## src/rtl/mdio_master.sv

```systemverilog
// Clause-22 MDIO management master: serialises one read or write frame at a time toward a PHY
// and hands read data back on a valid/ready handshake.
module mdio_master #(
    parameter int MDC_HALF_PERIOD = 25,
    parameter bit PREAMBLE_EN     = 1'b1
) (
    input  logic        clk,
    input  logic        rst,
    input  logic [15:0] mdio_wdata,
    input  logic [1:0]  mdio_op,
    input  logic [4:0]  mdio_reg_adr,
    input  logic [4:0]  mdio_phy_adr,
    input  logic        mdio_valid,
    output logic        mdio_ready,
    output logic        mdio_busy,
    output logic [15:0] mdio_rdata,
    output logic        mdio_rdata_valid,
    input  logic        mdio_rdata_ready,
    output logic        mdc_o,
    input  logic        mdio_i,
    output logic        mdio_o,
    output logic        mdio_t
);

    localparam int             HCW       = $clog2(MDC_HALF_PERIOD);
    localparam logic [HCW-1:0] HALF_LAST = HCW'(MDC_HALF_PERIOD - 1);
    localparam logic [5:0]     FIRST_BIT = PREAMBLE_EN ? 6'd0 : 6'd32;

    typedef enum logic [1:0] {
        IDLE,
        FRAME,
        RESP
    } state_t;

    state_t         state_q, state_d;
    logic [HCW-1:0] halfCnt_q, halfCnt_d;
    logic           mdcHigh_q, mdcHigh_d;
    logic [5:0]     bitCnt_q, bitCnt_d;
    logic [1:0]     op_q, op_d;
    logic [4:0]     phyAdr_q, phyAdr_d;
    logic [4:0]     regAdr_q, regAdr_d;
    logic [15:0]    wdata_q, wdata_d;
    logic [15:0]    shift_q, shift_d;
    logic [15:0]    rdata_q, rdata_d;

    logic           isRead;
    logic           halfEnd;
    logic           inFrame;
    logic           released;
    logic [31:0]    frameBits;

    always_ff @(posedge clk) begin
        if (rst) begin
            state_q   <= IDLE;
            halfCnt_q <= '0;
            mdcHigh_q <= 1'b0;
            bitCnt_q  <= '0;
            op_q      <= '0;
            phyAdr_q  <= '0;
            regAdr_q  <= '0;
            wdata_q   <= '0;
            shift_q   <= '0;
            rdata_q   <= '0;
        end else begin
            state_q   <= state_d;
            halfCnt_q <= halfCnt_d;
            mdcHigh_q <= mdcHigh_d;
            bitCnt_q  <= bitCnt_d;
            op_q      <= op_d;
            phyAdr_q  <= phyAdr_d;
            regAdr_q  <= regAdr_d;
            wdata_q   <= wdata_d;
            shift_q   <= shift_d;
            rdata_q   <= rdata_d;
        end
    end

    assign isRead  = (op_q == 2'b10);
    assign halfEnd = (halfCnt_q == HALF_LAST);

    always_comb begin
        state_d   = state_q;
        halfCnt_d = halfCnt_q;
        mdcHigh_d = mdcHigh_q;
        bitCnt_d  = bitCnt_q;
        op_d      = op_q;
        phyAdr_d  = phyAdr_q;
        regAdr_d  = regAdr_q;
        wdata_d   = wdata_q;
        shift_d   = shift_q;
        rdata_d   = rdata_q;
        case (state_q)
            IDLE: begin
                if (mdio_valid) begin
                    op_d     = mdio_op;
                    phyAdr_d = mdio_phy_adr;
                    regAdr_d = mdio_reg_adr;
                    wdata_d  = mdio_wdata;
                    // Opcodes 00/11 are swallowed here without ever leaving IDLE.
                    if (mdio_op == 2'b01 || mdio_op == 2'b10) begin
                        state_d   = FRAME;
                        halfCnt_d = '0;
                        mdcHigh_d = 1'b0;
                        bitCnt_d  = FIRST_BIT;
                    end
                end
            end
            FRAME: begin
                if (!halfEnd) begin
                    halfCnt_d = halfCnt_q + HCW'(1);
                end else begin
                    halfCnt_d = '0;
                    mdcHigh_d = ~mdcHigh_q;
                    if (!mdcHigh_q) begin
                        // Read data is captured just before the MDC rising edge.
                        if (isRead && bitCnt_q[5] && bitCnt_q[4]) begin
                            shift_d = {shift_q[14:0], mdio_i};
                        end
                    end else if (bitCnt_q == 6'd63) begin
                        mdcHigh_d = 1'b0;
                        if (isRead) begin
                            rdata_d = shift_q;
                            state_d = RESP;
                        end else begin
                            state_d = IDLE;
                        end
                    end else begin
                        bitCnt_d = bitCnt_q + 6'd1;
                    end
                end
            end
            RESP: begin
                if (mdio_rdata_ready) begin
                    state_d = IDLE;
                end
            end
            default: begin
                state_d = IDLE;
            end
        endcase
    end

    // Bits 32..63 of the frame after the preamble; bit b lives at index 63-b (= ~b[4:0]).
    assign frameBits = {2'b01, op_q, phyAdr_q, regAdr_q,
                        isRead ? 2'b11 : 2'b10,
                        isRead ? 16'hFFFF : wdata_q};

    assign inFrame  = (state_q == FRAME);
    assign released = isRead && (bitCnt_q >= 6'd46);

    always_comb begin
        mdc_o  = inFrame & mdcHigh_q;
        mdio_t = !inFrame || released;
        mdio_o = 1'b1;
        if (inFrame && !released && bitCnt_q[5]) begin
            mdio_o = frameBits[~bitCnt_q[4:0]];
        end
    end

    assign mdio_ready       = (state_q == IDLE);
    assign mdio_busy        = (state_q != IDLE);
    assign mdio_rdata_valid = (state_q == RESP);
    assign mdio_rdata       = rdata_q;

endmodule

```

## config.mk

```make
export PLATFORM = sky130hd
export DESIGN_NAME = mdio_master
export DESIGN_NICKNAME = d
export VERILOG_FILES = /design/src/rtl/mdio_master.sv
export SDC_FILE = /design/constraint.sdc
export NUM_CORES = 1
export LEC_CHECK = 0
export ABC_AREA = 1
export CAP_MARGIN = 20
export CORE_UTILIZATION = 46
export DETAILED_ROUTE_END_ITERATION = 7
export PLACE_DENSITY = 0.75
export SYNTH_ARGS = -nofsm -noshare
export SYNTH_HDL_FRONTEND = slang
export SYNTH_SLANG_ARGS = --single-unit
```

## constraint.sdc

```tcl
create_clock -name clk -period 2.2 [get_ports clk]
set_input_delay 0.44 -clock clk [delete_from_list [all_inputs] [get_ports clk]]
set_output_delay 0.44 -clock clk [all_outputs]
set_load 0.05 [all_outputs]
```

==> impl_metrics.csv, run 1 <==
group,metric,value,unit
run_status,status,"complete, but fails checks",
run_status,violations,"setup timing",
layout,diodes,0,
synthesis,ys_ff_latch,74,
detailed_routing,dr.first_iter.drc_count,137,
detailed_routing,first_pass_iters,4,
floorplanning,die_area,0.007627,sq mm
clock_network,numCtsBuffers,9,
power_and_ir_drop,p_per_area,671.0,mW/mm^2
grt,grt_use_met3,0.06825,
clock_network,cts_buffer_depth,2,
layout,final_cells,631,
place,pre_cts_slack,0.2222,ns
detailed_routing,num_vias,3078,
sta,rsz0062_at_grt,"true",
layout,fill_cells,651,
floorplanning,die_w,87.33,microns
layout,area_growth,28.05,%
sta,max_slew_margin,0.6620,
synthesis,synth_fa_ha_area_frac,0.01494,
layout,final_common_cell,"nor2_1",
clock_network,cts-htree-levels,3,
synthesis,syn_area,0.003349,sq mm
job,max-cap-violations,0,
setup_path,worstPathMaxFanout,8,
layout,final_cell_mix,"nor2_1 (104), dfxtp_1 (71), nand2_1 (69), o21ai_0 (55), clkdlybuf4s50_1 (48)",
detailed_routing,antenna_left,0,
worst_hold_path,hp-class,"flip-flop to flip-flop",
synthesis,ys_seq_area_frac,0.4423,
synthesis,synth_compound_gate_area_share,0.1554,
floorplanning,rows,30,
synthesis,ys_warn_count,0,
floorplanning,ios,55,
detailed_routing,routedWlPerCell,11.69,microns
synthesis,synth_top_family_by_area,"simple AND/OR/NAND/NOR gates",
grt,grt_max_degree,63,
clock_network,cts_tree,"yes",
layout,fin_util,0.6210,
setup_path,worstSetupPathType,"flip-flop to output port",
synthesis,synth-simple-area-share,0.2940,
grt,grt_use_total,0.2053,
synthesis,syn_area_per_cell,7.111,sq um
grt,met2_usage,0.3459,
detailed_routing,wl,7.378,mm
grt,grt_pass1_vias,2833,
synthesis,synth_fp_nets,508,
floorplanning,fp.coreArea,0.006907,sq mm
sta,fin_worst_hold_slack,0.4639,ns
grt,use_met1,0.2435,
floorplanning,dieHeight,87.33,microns
place,dp.final_hpwl,5.005,mm
grt,grt_first_pass_wirelength,12.20,mm
sta,final.period_utilization,1.011,
layout,layout-drive-gt1-share,0.1290,
place,dpl.cell_count,611,
sta,finClkSkew,0.009783,ns
sta,tightest_slew,0.5032,ns
clock_network,clkTransAtPathRegs,0.08,ns
clock_network,hold_buffers,0,
detailed_routing,vias_per_cell,4.878,
place,gp_congestion,0.8555,
synthesis,syn_inst,471,
setup_path,endpoint_kind,"output port",
synthesis,synth_xor_area_frac,0.01307,
sta,setup_viol,1,
synthesis,synthDistinctLibCells,28,
sta,finalMaxSlewViolations,0,
sta,layout_setup_ws,-0.02450,ns
grt,grt.busiest_layer,"met2",
synthesis,muxShareOfSynthArea,0,
floorplanning,start_util,0.4850,
sta,fin_crit,2.225,ns
power_and_ir_drop,max-vdd-ir-drop,0.0003465,V
power_and_ir_drop,p_leak,1.738,nW
setup_path,cp.required,1.76,ns
detailed_routing,drc,0,
clock_network,worstSkewPairLatency,0.36,ns
clock_network,cts.sinks,74,
grt,overflow,0,
sta,max_freq,449.5,MHz
place,io_buffers,54,
sta,final-hold-violation-count,0,
clock_network,cts_root_buf,"clkbuf_8",
setup_path,cp-start-kind,"flip-flop",
grt,antenna_found_initial,0,
setup_path,worst_ep_arrival_time,1.78,ns
layout,final_nets,567,
==> worst paths after layout <==
kind                                   from                  endpoint  slack, ns  depth (start not counted)
setup reg to reg  halfCnt_q[0]$_SDFFE_PP0P_   shift_q[3]$_SDFFE_PP0P_       0.37                          7
setup / recovery   bitCnt_q[0]$_SDFFE_PP0P_                    mdio_o      -0.02                         10
hold reg to reg    regAdr_q[3]$_SDFFE_PP0P_  regAdr_q[3]$_SDFFE_PP0P_       0.46                          2
hold / removal     regAdr_q[3]$_SDFFE_PP0P_  regAdr_q[3]$_SDFFE_PP0P_       0.46                          2
==> cell usage after synthesis (all sizes together) <==
library cell / n / area share
nor4: 1 / 0.0064
nor2: 112 / 0.14
nand3: 27 / 0.040
ha: 4 / 0.015
dfxtp: 74 / 0.44
a211oi: 1 / 0.0022
clkbuf: 7 / 0.0078
o21ai: 63 / 0.094
xnor2: 3 / 0.0078
nand2: 80 / 0.094
xor2: 2 / 0.0052
nor3: 1 / 0.0015
inv: 38 / 0.043
a21oi: 38 / 0.057
nor3b: 1 / 0.0022
nand4: 3 / 0.0093
buf: 15 / 0.030
o211ai: 1 / 0.0022
==> power breakdown <==
part / internal, W / switching, W / total (W)
clock: 0.000521 / 0.000523 / 0.00104
combinational: 0.000169 / 0.000235 / 0.000405
sequential: 0.00139 / 0.0000358 / 0.00143
total: 0.00208 / 0.000794 / 0.00288
==> critical path, stage by stage (launching register included) <==
cell and delay [ns]:
dfxtp_4 0.39, buf_6 0.15, nand2_2 0.05, nand2_1 0.06
nor2_1 0.15, nor2_1 0.07, a21oi_2 0.10, nand2_1 0.08
a21oi_2 0.15, nand2_2 0.09, buf_8 0.15
==> metal layers <==
metal,up-vias,routed length [microns]
li1,1632,-
met1,1373,3479
met2,61,3455
met3,12,323
met4,0,119
met5,-,0
==> final cells by class <==
cell class,instances,area (sq um),share of cell area
Clock buffer,9,123.9,0.02888
Clock inverter,7,68.82,0.01604
Inverter,38,145.1,0.03384
Multi-Input combinational cell,337,1628,0.3795
Sequential cell,74,1490,0.3474
Tap cell,96,120.1,0.02800
Timing Repair Buffer,70,713.2,0.1663
==> sequential cells by signal, indices dropped and copies added (netlist names) <==
name        flops
shift_q        16
phyAdr_q        5
bitCnt_q        6
mdio_rdata     16
mdcHigh_q       1
state_q         2
op_q            2
regAdr_q        5
halfCnt_q       5
wdata_q        16
==> metrics by stage <==
step                setup TNS, ns  area [sq um]  total power, W
global placement                0          3989        0.001832
detailed placement              0          3989        0.001838
floorplan                -0.05625          3352        0.001700
finish                   -0.02450          4289        0.002878
CTS                             0          4195        0.002877
global route              -0.1067          4289        0.003009
==> cell families after synthesis <==
| kind of cell | after synthesis |
|---|---|
| compound gates | 103 |
| xor+xnor | 5 |
| fa+ha+maj | 4 |
| buf+inv | 60 |
| flops | 74 |
| simple gates | 225 |
==> timing repair <==
action                                  CTS  global route
gates cloned                              1             2
resized for setup                         5            23
endpoints found under the setup margin    2             3
hold endpoints to repair                  0             0
buffers inserted                          0             1
pin swaps                                 0             5
Power figures use the tool's default switching activity.
==> inputs of run 2 (changes only) <==
--- a/config.mk
+++ b/config.mk
@@ -7,9 +7,11 @@
 export LEC_CHECK = 0
 export ABC_AREA = 1
 export CAP_MARGIN = 20
-export CORE_UTILIZATION = 46
+export CELL_PAD_IN_SITES_DETAIL_PLACEMENT = 1
+export CELL_PAD_IN_SITES_GLOBAL_PLACEMENT = 2
+export CORE_UTILIZATION = 29
 export DETAILED_ROUTE_END_ITERATION = 7
-export PLACE_DENSITY = 0.75
+export PLACE_DENSITY = 0.83
 export SYNTH_ARGS = -nofsm -noshare
 export SYNTH_HDL_FRONTEND = slang
 export SYNTH_SLANG_ARGS = --single-unit
==> run 2 against run 1 <==
The run now ends clean. Sequential power about the same. Worst hold slack got worse by 0.0060 ns. Die area increased by 57%. Fmax increased by 3.2%. Critical path type unchanged. Largest cell class unchanged.
==> impl_metrics.csv, run 2 (synthesis results as in run 1) <==
group,metric,value,unit
run_status,status,"finished, final reports clean",
clock_network,cts.sinks,74,
floorplanning,fp.coreArea,0.01103,sq mm
layout,fin_area,0.004457,sq mm
sta,max_freq,464.0,MHz
grt,overflow,0,
grt,grt_max_degree,41,
floorplanning,start_util,0.3037,
layout,fill_cells,1367,
layout,layout-drive-gt1-share,0.1362,
setup_path,endpoint_kind,"output port",
setup_path,cp.required,1.76,ns
layout,seqCellArea,0.001486,sq mm
layout,final_nets,568,
layout,area_growth,33.06,%
detailed_routing,wl,8.805,mm
floorplanning,ios,55,
place,pre_cts_slack,0.2057,ns
detailed_routing,vias_per_cell,4.680,
sta,rsz0062_at_grt,"true",
clock_network,worstSkewPairLatency,0.33,ns
grt,antenna_found_initial,0,
sta,finClkSkew,0.005108,ns
worst_hold_path,min_path_cells,2,
setup_path,worstSetupPathType,"flip-flop to output port",
power_and_ir_drop,comb_power_share,0.118,
clock_network,cts-htree-levels,3,
floorplanning,die_area,0.01198,sq mm
sta,layout_setup_ws,0.04481,ns
clock_network,cts_buffer_depth,2,
clock_network,clkTransAtPathRegs,0.06,ns
setup_path,crit_buf_inv,3,
power_and_ir_drop,switching_share,0.2493,
setup_path,cp_slowest_cell,"dfxtp_4",
floorplanning,dieHeight,109.5,microns
power_and_ir_drop,clock_power_share,0.467,
place,gp_congestion,0.7547,
sta,max_slew_margin,0.6651,
worst_hold_path,hp-class,"flip-flop to flip-flop",
floorplanning,rows,38,
grt,grt_use_total,0.1610,
detailed_routing,routedWlPerCell,13.03,microns
detailed_routing,drc,0,
place,placed_area,0.004036,sq mm
place,io_buffers,54,
layout,multi_input_area,0.001643,sq mm
layout,diodes,0,
clock_network,cts_tree,"yes",
grt,grt_pass1_vias,3283,
place,dp.final_hpwl,6.321,mm
detailed_routing,first_pass_iters,4,
sta,final.period_utilization,0.9796,
detailed_routing,dr.first_iter.drc_count,105,
job,max-cap-violations,0,
detailed_routing,antenna_left,0,
sta,setup_viol,0,
floorplanning,die_w,109.5,microns
setup_path,rr_worst_depth,9,
clock_network,cts_root_buf,"clkbuf_16",
power_and_ir_drop,max-vdd-ir-drop,0.0003669,V
setup_path,crit_chain,"buf_6 > clkinvlp_4 > nand3_1 > nand3_1 > nand3_1 > nand2_1 > nand2_1 > nand2_1 > nand2_2 > buf_8",
sta,fin_crit,2.155,ns
layout,final_cell_mix,"nor2_1 (104), dfxtp_1 (72), nand2_1 (70), o21ai_0 (54), clkdlybuf4s50_1 (48)",
setup_path,worst_ep_arrival_time,1.72,ns
layout,final_common_cell,"nor2_1",
setup_path,worstPathMaxFanout,7,
setup_path,path_depth,10,
sta,finalMaxSlewViolations,0,
detailed_routing,num_vias,3164,
setup_path,cpLargestDelayFamily,"simple AND/OR/NAND/NOR gates",
power_and_ir_drop,p_per_area,771.3,mW/mm^2
grt,grt_first_pass_wirelength,14.90,mm
power_and_ir_drop,pwr-share-seq,0.415,
clock_network,hold_buffers,0,
power_and_ir_drop,intPower,0.002581,W
sta,final-hold-violation-count,0,
setup_path,crit_path_max_incr_delay,0.37,ns
setup_path,cp-start-kind,"flip-flop",
clock_network,numCtsBuffers,9,
sta,fin_setup_tns,0,ns
power_and_ir_drop,switchingPower,0.0008572,W
power_and_ir_drop,p_leak,1.793,nW
sta,tightest_slew,0.5008,ns
## run 2: worst paths after layout
kind / slack (ns) / from / to
worst min register to register: 0.46 / regAdr_q[1]$_SDFFE_PP0P_ / regAdr_q[1]$_SDFFE_PP0P_
worst min-delay path: 0.46 / regAdr_q[1]$_SDFFE_PP0P_ / regAdr_q[1]$_SDFFE_PP0P_
worst max register to register: 0.33 / halfCnt_q[0]$_SDFFE_PP0P_ / bitCnt_q[1]$_SDFFE_PP0P_
worst max-delay path: 0.04 / bitCnt_q[1]$_SDFFE_PP0P_ / mdio_o
## run 2: metrics by stage
step                      hold WS [ns]  utilization  total power (W)  std cells
final                           0.4578       0.4040         0.003438        676
after global routing            0.4868       0.4040         0.003594        676
after CTS                       0.4619       0.3973         0.003472        672
after detailed placement        0.4510       0.3659         0.001853        656
after global placement          0.4482       0.3659         0.001843        656
after floorplan                 0.4292            -         0.001700        471
## run 2: area by class of cell
cell class,count,area share
clock buffers,10,0.05362
multi-input cells,337,0.3686
flip-flops and latches,74,0.3335
repair buffers,71,0.1522
well taps,140,0.03930
inverters,38,0.03285
clock inverters,6,0.01993
## run 2: power by group through the flow
stage	sequential (W)	combinational [W]	clock, W
after detailed placement	0.00146	0.000397	0
after global placement	0.00145	0.000389	0
final	0.00143	0.000405	0.00161
after global routing	0.00143	0.000461	0.00170
after CTS	0.00143	0.000402	0.00164
after floorplan	0.00145	0.000253	0
## run 2: worst reg2reg max path, cell delays in order, from the launching register on
cell	delay, ns
dfxtp_1	0.34
inv_1	0.08
ha_1	0.18
nand4_2	0.22
nand2_1	0.17
nand2_1	0.12
nor2_2	0.25
nand2_1	0.22
nand2_1	0.11
a21oi_1	0.07
## run 2: layer usage
metal	wire (microns)	part of all wire	vias up	GRT usage
met1	4226	0.48	1484	0.1953
met2	4208	0.48	42	0.2803
li1	-	-	1626	-
met4	142	0.016	0	0.06286
met3	227	0.026	12	0.03023
met5	0	0	-	0
## run 2: what timing repair did
item | CTS | global route
gates cloned | 0 | 2
setup endpoints to repair | 2 | 2
buffers inserted | 0 | 2
pin swaps | 0 | 7
resized for setup | 7 | 17
